`src/rtl/alu_req_arbiter_if.sv`:
```
// Bus bundle for alu_req_arbiter: requester side, ALU pin side and response channel.
// The slave modport is the arbiter's view; master is the surrounding environment.
interface alu_req_arbiter_if #(
  parameter int NUM_REQ = 4
);
  localparam int ID_W = $clog2(NUM_REQ);

  logic [NUM_REQ-1:0]   req_valid;
  logic [NUM_REQ-1:0]   req_ready;
  logic [NUM_REQ-1:0]   req_mode;
  logic [NUM_REQ-1:0]   req_cin;
  logic [4*NUM_REQ-1:0] req_cmd;
  logic [2*NUM_REQ-1:0] req_inp_valid;
  logic [8*NUM_REQ-1:0] req_opa;
  logic [8*NUM_REQ-1:0] req_opb;

  logic                 alu_ce;
  logic                 alu_mode;
  logic                 alu_cin;
  logic [3:0]           alu_cmd;
  logic [1:0]           alu_inp_valid;
  logic [7:0]           alu_opa;
  logic [7:0]           alu_opb;
  logic [15:0]          alu_res;
  logic                 alu_err;
  logic                 alu_oflow;
  logic                 alu_cout;
  logic                 alu_g;
  logic                 alu_l;
  logic                 alu_e;

  logic                 rsp_valid;
  logic                 rsp_ready;
  logic [ID_W-1:0]      rsp_id;
  logic [15:0]          rsp_res;
  logic                 rsp_err;
  logic                 rsp_oflow;
  logic                 rsp_cout;
  logic                 rsp_g;
  logic                 rsp_l;
  logic                 rsp_e;

  modport slave (
    input  req_valid, req_mode, req_cin, req_cmd, req_inp_valid, req_opa, req_opb,
    output req_ready,
    output alu_ce, alu_mode, alu_cin, alu_cmd, alu_inp_valid, alu_opa, alu_opb,
    input  alu_res, alu_err, alu_oflow, alu_cout, alu_g, alu_l, alu_e,
    output rsp_valid, rsp_id, rsp_res, rsp_err, rsp_oflow, rsp_cout, rsp_g, rsp_l, rsp_e,
    input  rsp_ready
  );

  modport master (
    output req_valid, req_mode, req_cin, req_cmd, req_inp_valid, req_opa, req_opb,
    input  req_ready,
    input  alu_ce, alu_mode, alu_cin, alu_cmd, alu_inp_valid, alu_opa, alu_opb,
    output alu_res, alu_err, alu_oflow, alu_cout, alu_g, alu_l, alu_e,
    input  rsp_valid, rsp_id, rsp_res, rsp_err, rsp_oflow, rsp_cout, rsp_g, rsp_l, rsp_e,
    output rsp_ready
  );
endinterface

```
`src/rtl/alu_req_arbiter.sv`:
```
// Round-robin arbiter sharing one 8-bit ALU between NUM_REQ requesters.
// Define ALU_ARB_STATS_EN to add saturating per-requester grant counters (grant_cnt).
module alu_req_arbiter #(
  parameter int NUM_REQ = 4,
  parameter int ALU_LAT = 1,
  parameter int MUL_LAT = 2
) (
  input  logic clk,
  input  logic rst,
`ifdef ALU_ARB_STATS_EN
  output logic [8*NUM_REQ-1:0] grant_cnt,
  alu_req_arbiter_if.slave     bus
`else
  alu_req_arbiter_if.slave     bus
`endif
);

  localparam int ID_W = $clog2(NUM_REQ);

  localparam logic [1:0] ST_IDLE  = 2'd0;
  localparam logic [1:0] ST_ISSUE = 2'd1;
  localparam logic [1:0] ST_WAIT  = 2'd2;
  localparam logic [1:0] ST_RESP  = 2'd3;

  localparam logic [2:0] ALU_CNT = 3'(ALU_LAT - 1);
  localparam logic [2:0] MUL_CNT = 3'(MUL_LAT - 1);

  logic [1:0]      state_q, state_d;
  logic [ID_W-1:0] last_q, last_d;
  logic [ID_W-1:0] id_q, id_d;
  logic            mode_q, mode_d;
  logic            cin_q, cin_d;
  logic [3:0]      cmd_q, cmd_d;
  logic [1:0]      iv_q, iv_d;
  logic [7:0]      opa_q, opa_d;
  logic [7:0]      opb_q, opb_d;
  logic [2:0]      cnt_q, cnt_d;
  logic            rsp_valid_q, rsp_valid_d;
  logic [15:0]     res_q, res_d;
  logic [5:0]      flags_q, flags_d;

  logic               grant_found;
  logic [ID_W-1:0]    grant_idx;
  logic [NUM_REQ-1:0] grant_oh;
  logic               sel_mode;
  logic               sel_cin;
  logic [3:0]         sel_cmd;
  logic [1:0]         sel_iv;
  logic [7:0]         sel_opa;
  logic [7:0]         sel_opb;
  logic               is_mul;

  // Second pass overrides the first, so the lowest index above last_q wins, else wrap.
  always_comb begin
    grant_found = 1'b0;
    grant_idx   = '0;
    for (int j = NUM_REQ - 1; j >= 0; j--) begin
      if (bus.req_valid[j] && (ID_W'(j) <= last_q)) begin
        grant_found = 1'b1;
        grant_idx   = ID_W'(j);
      end
    end
    for (int j = NUM_REQ - 1; j >= 0; j--) begin
      if (bus.req_valid[j] && (ID_W'(j) > last_q)) begin
        grant_found = 1'b1;
        grant_idx   = ID_W'(j);
      end
    end
  end

  assign grant_oh = grant_found ? (NUM_REQ'(1) << grant_idx) : '0;

  always_comb begin
    sel_mode = 1'b0;
    sel_cin  = 1'b0;
    sel_cmd  = '0;
    sel_iv   = '0;
    sel_opa  = '0;
    sel_opb  = '0;
    for (int j = 0; j < NUM_REQ; j++) begin
      if (grant_idx == ID_W'(j)) begin
        sel_mode = bus.req_mode[j];
        sel_cin  = bus.req_cin[j];
        sel_cmd  = bus.req_cmd[4*j +: 4];
        sel_iv   = bus.req_inp_valid[2*j +: 2];
        sel_opa  = bus.req_opa[8*j +: 8];
        sel_opb  = bus.req_opb[8*j +: 8];
      end
    end
  end

  assign is_mul = mode_q && ((cmd_q == 4'd9) || (cmd_q == 4'd10));

  always_comb begin
    state_d     = state_q;
    last_d      = last_q;
    id_d        = id_q;
    mode_d      = mode_q;
    cin_d       = cin_q;
    cmd_d       = cmd_q;
    iv_d        = iv_q;
    opa_d       = opa_q;
    opb_d       = opb_q;
    cnt_d       = cnt_q;
    rsp_valid_d = rsp_valid_q;
    res_d       = res_q;
    flags_d     = flags_q;
    case (state_q)
      ST_IDLE: begin
        if (grant_found) begin
          state_d = ST_ISSUE;
          last_d  = grant_idx;
          id_d    = grant_idx;
          mode_d  = sel_mode;
          cin_d   = sel_cin;
          cmd_d   = sel_cmd;
          iv_d    = sel_iv;
          opa_d   = sel_opa;
          opb_d   = sel_opb;
        end
      end
      ST_ISSUE: begin
        // No operands valid: skip the ALU and answer with an error response.
        if (iv_q == 2'b00) begin
          state_d     = ST_RESP;
          rsp_valid_d = 1'b1;
          res_d       = '0;
          flags_d     = 6'b100000;
        end else begin
          state_d = ST_WAIT;
          cnt_d   = is_mul ? MUL_CNT : ALU_CNT;
        end
      end
      ST_WAIT: begin
        if (cnt_q == 3'd0) begin
          state_d     = ST_RESP;
          rsp_valid_d = 1'b1;
          res_d       = bus.alu_res;
          flags_d     = {bus.alu_err, bus.alu_oflow, bus.alu_cout,
                         bus.alu_g, bus.alu_l, bus.alu_e};
        end else begin
          cnt_d = cnt_q - 3'd1;
        end
      end
      ST_RESP: begin
        if (bus.rsp_ready) begin
          state_d     = ST_IDLE;
          rsp_valid_d = 1'b0;
        end
      end
      default: state_d = ST_IDLE;
    endcase
  end

  always_ff @(posedge clk or negedge rst) begin
    if (!rst) begin
      state_q     <= ST_IDLE;
      last_q      <= ID_W'(NUM_REQ - 1);
      id_q        <= '0;
      mode_q      <= 1'b0;
      cin_q       <= 1'b0;
      cmd_q       <= '0;
      iv_q        <= '0;
      opa_q       <= '0;
      opb_q       <= '0;
      cnt_q       <= '0;
      rsp_valid_q <= 1'b0;
      res_q       <= '0;
      flags_q     <= '0;
    end else begin
      state_q     <= state_d;
      last_q      <= last_d;
      id_q        <= id_d;
      mode_q      <= mode_d;
      cin_q       <= cin_d;
      cmd_q       <= cmd_d;
      iv_q        <= iv_d;
      opa_q       <= opa_d;
      opb_q       <= opb_d;
      cnt_q       <= cnt_d;
      rsp_valid_q <= rsp_valid_d;
      res_q       <= res_d;
      flags_q     <= flags_d;
    end
  end

  // Gated by rst so the accept pulse stays low while reset is held.
  assign bus.req_ready     = (rst && (state_q == ST_IDLE)) ? grant_oh : '0;

  assign bus.alu_ce        = (state_q == ST_ISSUE) && (iv_q != 2'b00);
  assign bus.alu_mode      = mode_q;
  assign bus.alu_cin       = cin_q;
  assign bus.alu_cmd       = cmd_q;
  assign bus.alu_inp_valid = iv_q;
  assign bus.alu_opa       = opa_q;
  assign bus.alu_opb       = opb_q;

  assign bus.rsp_valid     = rsp_valid_q;
  assign bus.rsp_id        = id_q;
  assign bus.rsp_res       = res_q;
  assign bus.rsp_err       = flags_q[5];
  assign bus.rsp_oflow     = flags_q[4];
  assign bus.rsp_cout      = flags_q[3];
  assign bus.rsp_g         = flags_q[2];
  assign bus.rsp_l         = flags_q[1];
  assign bus.rsp_e         = flags_q[0];

`ifdef ALU_ARB_STATS_EN
  logic [7:0] gcnt_q [NUM_REQ];

  always_ff @(posedge clk or negedge rst) begin
    if (!rst) begin
      for (int i = 0; i < NUM_REQ; i++) gcnt_q[i] <= '0;
    end else begin
      for (int i = 0; i < NUM_REQ; i++) begin
        if (bus.req_ready[i] && (gcnt_q[i] != 8'hFF)) gcnt_q[i] <= gcnt_q[i] + 8'd1;
      end
    end
  end

  for (genvar i = 0; i < NUM_REQ; i++) begin : g_grant_cnt
    assign grant_cnt[8*i +: 8] = gcnt_q[i];
  end
`endif

endmodule

```
`src/flat_wrapper.sv`:
```
// flat-port wrapper written by rule: the top's interface ports become plain ports
module alu_req_arbiter_flat 
#(
  parameter int NUM_REQ = 4,
  parameter int ALU_LAT = 1,
  parameter int MUL_LAT = 2
)
  (clk, rst, bus_req_valid, bus_req_mode, bus_req_cin, bus_req_cmd, bus_req_inp_valid, bus_req_opa, bus_req_opb, bus_req_ready, bus_alu_ce, bus_alu_mode, bus_alu_cin, bus_alu_cmd, bus_alu_inp_valid, bus_alu_opa, bus_alu_opb, bus_alu_res, bus_alu_err, bus_alu_oflow, bus_alu_cout, bus_alu_g, bus_alu_l, bus_alu_e, bus_rsp_valid, bus_rsp_id, bus_rsp_res, bus_rsp_err, bus_rsp_oflow, bus_rsp_cout, bus_rsp_g, bus_rsp_l, bus_rsp_e, bus_rsp_ready);
  alu_req_arbiter_if #(.NUM_REQ(NUM_REQ)) bus_i ();
  input  logic clk;
  input  logic rst;
  input wire logic [$bits(bus_i.req_valid)-1:0] bus_req_valid;
  input wire logic [$bits(bus_i.req_mode)-1:0] bus_req_mode;
  input wire logic [$bits(bus_i.req_cin)-1:0] bus_req_cin;
  input wire logic [$bits(bus_i.req_cmd)-1:0] bus_req_cmd;
  input wire logic [$bits(bus_i.req_inp_valid)-1:0] bus_req_inp_valid;
  input wire logic [$bits(bus_i.req_opa)-1:0] bus_req_opa;
  input wire logic [$bits(bus_i.req_opb)-1:0] bus_req_opb;
  output wire logic [$bits(bus_i.req_ready)-1:0] bus_req_ready;
  output wire logic [$bits(bus_i.alu_ce)-1:0] bus_alu_ce;
  output wire logic [$bits(bus_i.alu_mode)-1:0] bus_alu_mode;
  output wire logic [$bits(bus_i.alu_cin)-1:0] bus_alu_cin;
  output wire logic [$bits(bus_i.alu_cmd)-1:0] bus_alu_cmd;
  output wire logic [$bits(bus_i.alu_inp_valid)-1:0] bus_alu_inp_valid;
  output wire logic [$bits(bus_i.alu_opa)-1:0] bus_alu_opa;
  output wire logic [$bits(bus_i.alu_opb)-1:0] bus_alu_opb;
  input wire logic [$bits(bus_i.alu_res)-1:0] bus_alu_res;
  input wire logic [$bits(bus_i.alu_err)-1:0] bus_alu_err;
  input wire logic [$bits(bus_i.alu_oflow)-1:0] bus_alu_oflow;
  input wire logic [$bits(bus_i.alu_cout)-1:0] bus_alu_cout;
  input wire logic [$bits(bus_i.alu_g)-1:0] bus_alu_g;
  input wire logic [$bits(bus_i.alu_l)-1:0] bus_alu_l;
  input wire logic [$bits(bus_i.alu_e)-1:0] bus_alu_e;
  output wire logic [$bits(bus_i.rsp_valid)-1:0] bus_rsp_valid;
  output wire logic [$bits(bus_i.rsp_id)-1:0] bus_rsp_id;
  output wire logic [$bits(bus_i.rsp_res)-1:0] bus_rsp_res;
  output wire logic [$bits(bus_i.rsp_err)-1:0] bus_rsp_err;
  output wire logic [$bits(bus_i.rsp_oflow)-1:0] bus_rsp_oflow;
  output wire logic [$bits(bus_i.rsp_cout)-1:0] bus_rsp_cout;
  output wire logic [$bits(bus_i.rsp_g)-1:0] bus_rsp_g;
  output wire logic [$bits(bus_i.rsp_l)-1:0] bus_rsp_l;
  output wire logic [$bits(bus_i.rsp_e)-1:0] bus_rsp_e;
  input wire logic [$bits(bus_i.rsp_ready)-1:0] bus_rsp_ready;
  assign bus_i.req_valid = bus_req_valid;
  assign bus_i.req_mode = bus_req_mode;
  assign bus_i.req_cin = bus_req_cin;
  assign bus_i.req_cmd = bus_req_cmd;
  assign bus_i.req_inp_valid = bus_req_inp_valid;
  assign bus_i.req_opa = bus_req_opa;
  assign bus_i.req_opb = bus_req_opb;
  assign bus_req_ready = bus_i.req_ready;
  assign bus_alu_ce = bus_i.alu_ce;
  assign bus_alu_mode = bus_i.alu_mode;
  assign bus_alu_cin = bus_i.alu_cin;
  assign bus_alu_cmd = bus_i.alu_cmd;
  assign bus_alu_inp_valid = bus_i.alu_inp_valid;
  assign bus_alu_opa = bus_i.alu_opa;
  assign bus_alu_opb = bus_i.alu_opb;
  assign bus_i.alu_res = bus_alu_res;
  assign bus_i.alu_err = bus_alu_err;
  assign bus_i.alu_oflow = bus_alu_oflow;
  assign bus_i.alu_cout = bus_alu_cout;
  assign bus_i.alu_g = bus_alu_g;
  assign bus_i.alu_l = bus_alu_l;
  assign bus_i.alu_e = bus_alu_e;
  assign bus_rsp_valid = bus_i.rsp_valid;
  assign bus_rsp_id = bus_i.rsp_id;
  assign bus_rsp_res = bus_i.rsp_res;
  assign bus_rsp_err = bus_i.rsp_err;
  assign bus_rsp_oflow = bus_i.rsp_oflow;
  assign bus_rsp_cout = bus_i.rsp_cout;
  assign bus_rsp_g = bus_i.rsp_g;
  assign bus_rsp_l = bus_i.rsp_l;
  assign bus_rsp_e = bus_i.rsp_e;
  assign bus_i.rsp_ready = bus_rsp_ready;
  alu_req_arbiter #(.NUM_REQ(NUM_REQ), .ALU_LAT(ALU_LAT), .MUL_LAT(MUL_LAT)) u_core (.clk(clk), .rst(rst), .bus(bus_i));
endmodule
```
`config.mk`:
```
export PLATFORM = sky130hd
export DESIGN_NAME = alu_req_arbiter_flat
export DESIGN_NICKNAME = d
export VERILOG_FILES = /design/src/rtl/alu_req_arbiter_if.sv /design/src/rtl/alu_req_arbiter.sv /design/src/flat_wrapper.sv
export SDC_FILE = /design/constraint.sdc
export NUM_CORES = 1
export LEC_CHECK = 0
export CAP_MARGIN = 20
export CORE_ASPECT_RATIO = 0.6
export CORE_MARGIN = 2
export CORE_UTILIZATION = 35
export DETAILED_ROUTE_END_ITERATION = 12
export GPL_TIMING_DRIVEN = 0
export PLACE_DENSITY = 0.87
export SLEW_MARGIN = 5
export SYNTH_ARGS = -nofsm -noshare
export SYNTH_HDL_FRONTEND = slang
export SYNTH_SLANG_ARGS = --single-unit
```
`constraint.sdc`:
```
create_clock -name clk -period 2.2 [get_ports clk]
set_clock_uncertainty 0.2 [all_clocks]
set_input_delay 0.44 -clock clk [delete_from_list [all_inputs] [get_ports clk]]
set_output_delay 0.44 -clock clk [all_outputs]
set_load 0.005 [all_outputs]
```
==> reports/metrics.yaml, run 1 <==
synthTopCellsByArea: "dfrtp_1, nand2_1, o21ai_0, a21oi_1, a222oi_1"
setup_ws_ns: -0.265
layout_min_cycle_time_ns: 2.46
cts_tree: "built"
coreArea_um2: 9160
cap_violations: 0
finalHoldViolCount: 0
wl_per_cell_um: 17.3
grt_max_degree: 39
diodes: 0
ir_worst_vdd_mv: 0.479
dieArea_um2: 10200
rr_startpoint: "u_core.last_q[1]"
yosys-top-cells-count: "dfrtp_1, nand2_1, o21ai_0"
tightest_slew_ns: 0.838
synth_area_um2: 3290
drive_above_1_share_pct: 16.4
violations: "setup timing"
holdCritPathClass: "in -> async"
final_util_pct: 63.2
crit_path_start: "u_core.last_q[0]"
fp.dieW_um: 129
viasPerCell: 5.29
antenna_found_initial: 0
cts.htree.levels: 2
rrSetupSlack_ns: -0.05
drc_errors: 0
synth-edff-count: 0
critPathLaunchType: "flip-flop"
dp_hpwl_um: 9130
leakage_nw: 2.38
synth_seq_cells: 56
period_share_pct: 112
ant_nets: 0
path_max_fanout: 4
synth_most_common_cell: "dfrtp_1"
drt_iter0_markers: 201
grt_overflow: 0
seq_power_share_pct: 26.5
synth_cell_types: 48
die_h_um: 79.1
p_comb_share_pct: 62.0
status: "finished, violations left"
first_pass_iters: 7
clock_sinks: 56
numCtsBuffers: 5
critical_path_class: "reg -> out"
gp_congestion: 0.859
powerDensity_nw_per_um2: 1140
vias: 3725
clk_latency_ns: 0.29
syn_inst: 369
setup_violations: 9
cts_max_path_buffers: 2
syn_area_per_cell_um2: 8.92
yosysTopAreaCell: "dfrtp_1"
clockPowerShare_pct: 11.5
clk_pin_slew_ns: 0.07
synth_top_area_share_pct: 41.1
finalWirelength_um: 12200
grt_pass1_vias: 3776
io-pin-count: 179
initial_core_util_pct: 35.9
ys_warn_count: 0
area_growth_pct: 75.9
synthesis.nets: 501
numPortBuffers: 176
intPower_mw: 4.02
async_flop_share_pct: 100
cp.required_ns: 1.56
worstRegToRegCells: 9
rsz0062_at_grt: "true"
grt_pass1_wl_um: 18900
max_clock_freq_ghz: 0.406
ys_seq_area_share_pct: 42.7
end_kind: "primary output"
cts_root_buf: "clkbuf_16"
synthFlopType: "dfrtp_1"
critPathArrivalTime_ns: 1.82
relSlewSlack_pct: 43.9
sw_frac_of_total_pct: 39.2
rows: 27
dp_slack_ns: -1.25
p_sw_mw: 2.60
r2r-end: "u_core.bus.alu_opa[0]"
track_usage_pct: 23.3
drv_slew: 0
fin_nets: 706
fillers: 778
==> placed cells by master, fill, tap and decap left out, types with 3 or more instances in the layout <==
cell type / netlist / layout
o22a_1: 11 / 11
nor2_1: 18 / 17
nor2b_1: 10 / 9
o22ai_1: 3 / 3
clkbuf_16: 0 / 5
a22o_1: 3 / 3
buf_4: 1 / 20
buf_6: 2 / 14
ha_1: 7 / 7
a222oi_1: 11 / 11
a2bb2oi_1: 11 / 11
clkbuf_1: 20 / 6
nor3b_1: 13 / 10
inv_1: 8 / 6
o21ai_1: 5 / 5
o21ai_0: 36 / 34
dfrtp_1: 54 / 54
clkbuf_2: 0 / 8
clkdlybuf4s50_1: 0 / 168
a31oi_1: 12 / 12
and3_4: 0 / 4
a21oi_1: 27 / 26
nand2b_1: 6 / 4
a21o_1: 12 / 12
nand2_1: 53 / 52
buf_2: 9 / 6
==> logic make-up (layout without fill, tap and decap cells) <==
group	Yosys count	in the layout	share of synthesized area, %
AO/OA/AOI/OAI	149	149	31.3
XOR/XNOR	1	1	0.266
adder cells (fa/ha/maj)	7	7	2.66
buffers and inverters	40	245	5.48
flip-flops	56	56	42.7
multiplexers	1	1	0.304
AND/OR/NAND/NOR	115	115	17.3
==> how the worst max path moves through the flow <==
stage	slack, ns	to
floorplan	-0.02	bus_req_ready[2]
global placement	-2.19	bus_req_ready[1]
detailed placement	-1.25	bus_req_ready[3]
CTS	-0.24	bus_req_ready[1]
global route	-0.33	bus_req_ready[2]
finish	-0.26	bus_req_ready[2]
==> worst max-delay path, stage by stage (launching register included) <==
cell      delay [ns]
dfstp_2         0.57
nand2b_4        0.17
nand2_4         0.06
a221oi_4        0.33
buf_6           0.14
and3_4          0.17
buf_6           0.09
==> registers in the layout (all words and copies together), names as in the netlist, 2 cells and up <==
signal,cells
u_core.bus.rsp_id,2
u_core.last_q,2
u_core.bus.alu_opa,8
u_core.flags_q,6
u_core.cnt_q,3
u_core.bus.alu_opb,8
u_core.state_q,2
u_core.bus.alu_inp_valid,2
u_core.bus.alu_cmd,4
u_core.bus.rsp_res,16
==> power by group through the flow <==
stage	sequential [mW]	combinational (mW)	clock (mW)
after global routing	1.81	4.47	0.827
after global placement	1.71	3.42	0
final	1.75	4.10	0.761
after CTS	1.74	3.90	0.792
after detailed placement	1.74	3.56	0
after floorplan	1.70	1.98	0
==> through the flow <==
stage                     setup TNS [ns]  cell area (um2)  power [mW]  hold WS, ns  cells
after global placement            -96.08             5220        5.13        0.262    675
final                              -1.04             5790        6.61       0.0326    704
after global routing               -2.07             5790        7.11       0.0463    704
after detailed placement          -22.70             5230        5.29        0.231    676
after floorplan                  -0.0185             3290        3.68      -0.0556    369
after CTS                         -0.859             5670        6.43       0.0355    700
==> layout make-up <==
| class | count | area (um2) | share of cell area [%] |
|---|---|---|---|
| buffer | 27 | 183 | 3.16 |
| clock buffer | 6 | 129 | 2.23 |
| clock inverter | 1 | 5.00 | 0.0864 |
| inverter | 8 | 30.0 | 0.519 |
| multi-input combinational | 273 | 1860 | 32.2 |
| sequential | 56 | 1400 | 24.2 |
| tap | 130 | 163 | 2.81 |
| timing repair buffer | 203 | 2010 | 34.8 |
==> repair_timing <==
item	CTS	global route
resized for setup	64	39
setup endpoints to repair	56	49
buffers inserted	20	6
hold endpoints to repair	18	0
pin swaps	10	13
hold buffers	1	0
==> metal layers <==
| layer | track usage [%] | wire length, um | up-vias |
|---|---|---|---|
| met4 | 5.43 | 125 | 0 |
| li1 | - | - | 1763 |
| met1 | 30.4 | 5240 | 1781 |
| met3 | 5.66 | 1100 | 13 |
| met5 | 0 | 0 | - |
| met2 | 39.4 | 5730 | 168 |
Power figures use the tool's default switching activity.
==> run 2: changes to the inputs <==
- ABC_AREA: unset -> 1
- GPL_TIMING_DRIVEN: 0 -> unset
- PLACE_DENSITY: 0.87 -> 0.86
==> run 2 against run 1 <==
The run still ends with setup timing left; via count increased by 12%; synthesized cell count increased by 28%; sequential power about the same.
==> reports/metrics.yaml, run 2 <==
synth-edff-count: 0
powerDensity_nw_per_um2: 1240
dp_slack_ns: -0.654
antenna_found_initial: 1
track_usage_pct: 22.9
grt_pass1_vias: 3977
finalHoldViolCount: 0
placed_area_um2: 5470
tightest_slew_ns: 0.719
cts_tree: "built"
ant_nets: 0
cts_max_path_buffers: 2
setup_ws_ns: -0.301
yosys-top-cells-count: "nand3_1, nor2_1, nand2_1"
total_power_mw: 7.41
setup_violations: 13
coreArea_um2: 9360
grt_pass1_wl_um: 19600
ir_worst_vdd_mv: 0.498
seq_power_share_pct: 23.7
async_flop_share_pct: 100
synthFlopType: "dfrtp_1"
drive_above_1_share_pct: 14.6
worstRegToRegCells: 13
diodes: 0
finalWirelength_um: 12800
clockPowerShare_pct: 12.3
synth_area_um2: 3450
gp_congestion: 0.863
io-pin-count: 179
rsz0062_at_grt: "true"
syn_inst: 474
viasPerCell: 5.19
synthesis.nets: 606
cp.required_ns: 1.56
synth_cell_types: 30
path_max_fanout: 4
syn_area_per_cell_um2: 7.27
first_pass_iters: 5
finalInstanceArea_um2: 5980
ys_warn_count: 0
critPathArrivalTime_ns: 1.86
clk_latency_ns: 0.30
synth_most_common_cell: "nand3_1"
intPower_mw: 4.29
synth_seq_cells: 56
numCtsBuffers: 5
relSlewSlack_pct: 52.1
layout_min_cycle_time_ns: 2.50
drc_errors: 0
violations: "setup timing"
yosysTopAreaCell: "dfrtp_1"
holdCritPathClass: "in -> async"
area_growth_pct: 73.6
synth_top_area_share_pct: 39.2
ctsHoldBuffers: 0
p_comb_share_pct: 64.0
critPathLaunchType: "flip-flop"
vias: 4166
period_share_pct: 114
dieArea_um2: 10700
max_clock_freq_ghz: 0.400
cts.htree.levels: 2
clk_pin_slew_ns: 0.07
layout_common_cells: "clkdlybuf4s50_1, nand3_1, nor2_1"
clock_sinks: 56
die_h_um: 80.9
grt_overflow: 0
cts_root_buf: "clkbuf_16"
initial_core_util_pct: 36.8
setup_tns_ns: -1.64
end_kind: "primary output"
numPortBuffers: 178
final_common_cell: "clkdlybuf4s50_1"
critical_path_class: "reg -> out"
dp_hpwl_um: 9070
largest_reg_flops: 16
sw_frac_of_total_pct: 42.0
fp.dieW_um: 132
drt_iter0_markers: 271
p_sw_mw: 3.12
leakage_nw: 2.58
grt_max_degree: 57
status: "finished, violations left"
ys_seq_area_share_pct: 40.7
synthTopCellsByArea: "dfrtp_1, nand3_1, nor2_1, nand4_1, nand2_1"
cap_violations: 0
wl_per_cell_um: 16.0
drv_slew: 0
rows: 27
fin_nets: 804
run 2: logic make-up after synthesis:
group                      count (synthesis)  synth area share, %
and+or+nand+nor                          292                 39.9
adders and majority gates                  7                 2.54
xor gates and xnor gates                   2                0.508
AOI/OAI and AO/OA                         38                 5.85
DFF                                       56                 40.7
buffers and inverters                     79                 10.5
run 2: worst paths after layout:
kind / to / slack [ns] / from
max in group asynchronous: u_core.bus.alu_opa[3] / 1.18 / rst
hold reg to reg: u_core.bus.rsp_id[1] / 0.29 / u_core.bus.rsp_id[1]
min in group clk: u_core.bus.rsp_id[1] / 0.29 / u_core.bus.rsp_id[1]
setup reg to reg: u_core.bus.alu_inp_valid[1] / -0.12 / u_core.last_q[1]
setup / recovery: bus_req_ready[0] / -0.30 / u_core.last_q[1]
hold / removal: u_core.bus.alu_opa[1] / 0.14 / rst
run 2: timing repair:
| item | CTS | global route |
|---|---|---|
| setup endpoints to repair | 27 | 31 |
| pin swaps | 10 | 13 |
| setup buffers | 7 | 6 |
| hold endpoints to repair | 0 | 0 |
| cloned | 0 | 4 |
| resized for setup | 38 | 28 |
run 2: cell type report:
cell class	instances	area, um2
Clock buffer	5	125
Clock inverter	3	46.3
Fill cell	775	3370
Inverter	44	179
Multi-Input combinational cell	339	1810
Sequential cell	56	1400
Tap cell	130	163
Timing Repair Buffer	226	2250
run 2: per-stage QoR:
stage	hold slack (ns)	instances	util [%]
5_1_grt	0.207	803	63.9
3_3_place_gp	0.262	780	58.5
2_1_floorplan	-0.0556	474	-
3_5_place_dp	0.263	780	58.5
6_report	0.142	803	63.9
4_1_cts	0.162	795	61.4
run 2: per-layer routing:
layer  global-route usage (%)  share of wire [%]
met1                     29.4                 43
met2                     38.7                 46
met3                     6.87                9.6
met4                     4.89                1.7
met5                        0               0.12
run 2: worst max-delay path: stages (launching register included):
cell     delay, ns
dfstp_2       0.58
buf_4         0.14
nand3_2       0.06
buf_4         0.14
nand4_1       0.15
nor2_4        0.07
nor4_4        0.25
buf_2         0.17
run 2: power groups by stage:
stage          Sequential [mW]  Clock, mW  Combinational, mW
3_5_place_dp              1.76          0               4.12
4_1_cts                   1.75      0.944               4.28
2_1_floorplan             1.76          0               2.25
6_report                  1.76      0.913               4.74
5_1_grt                   1.81      0.987               5.22
3_3_place_gp              1.73          0               4.00
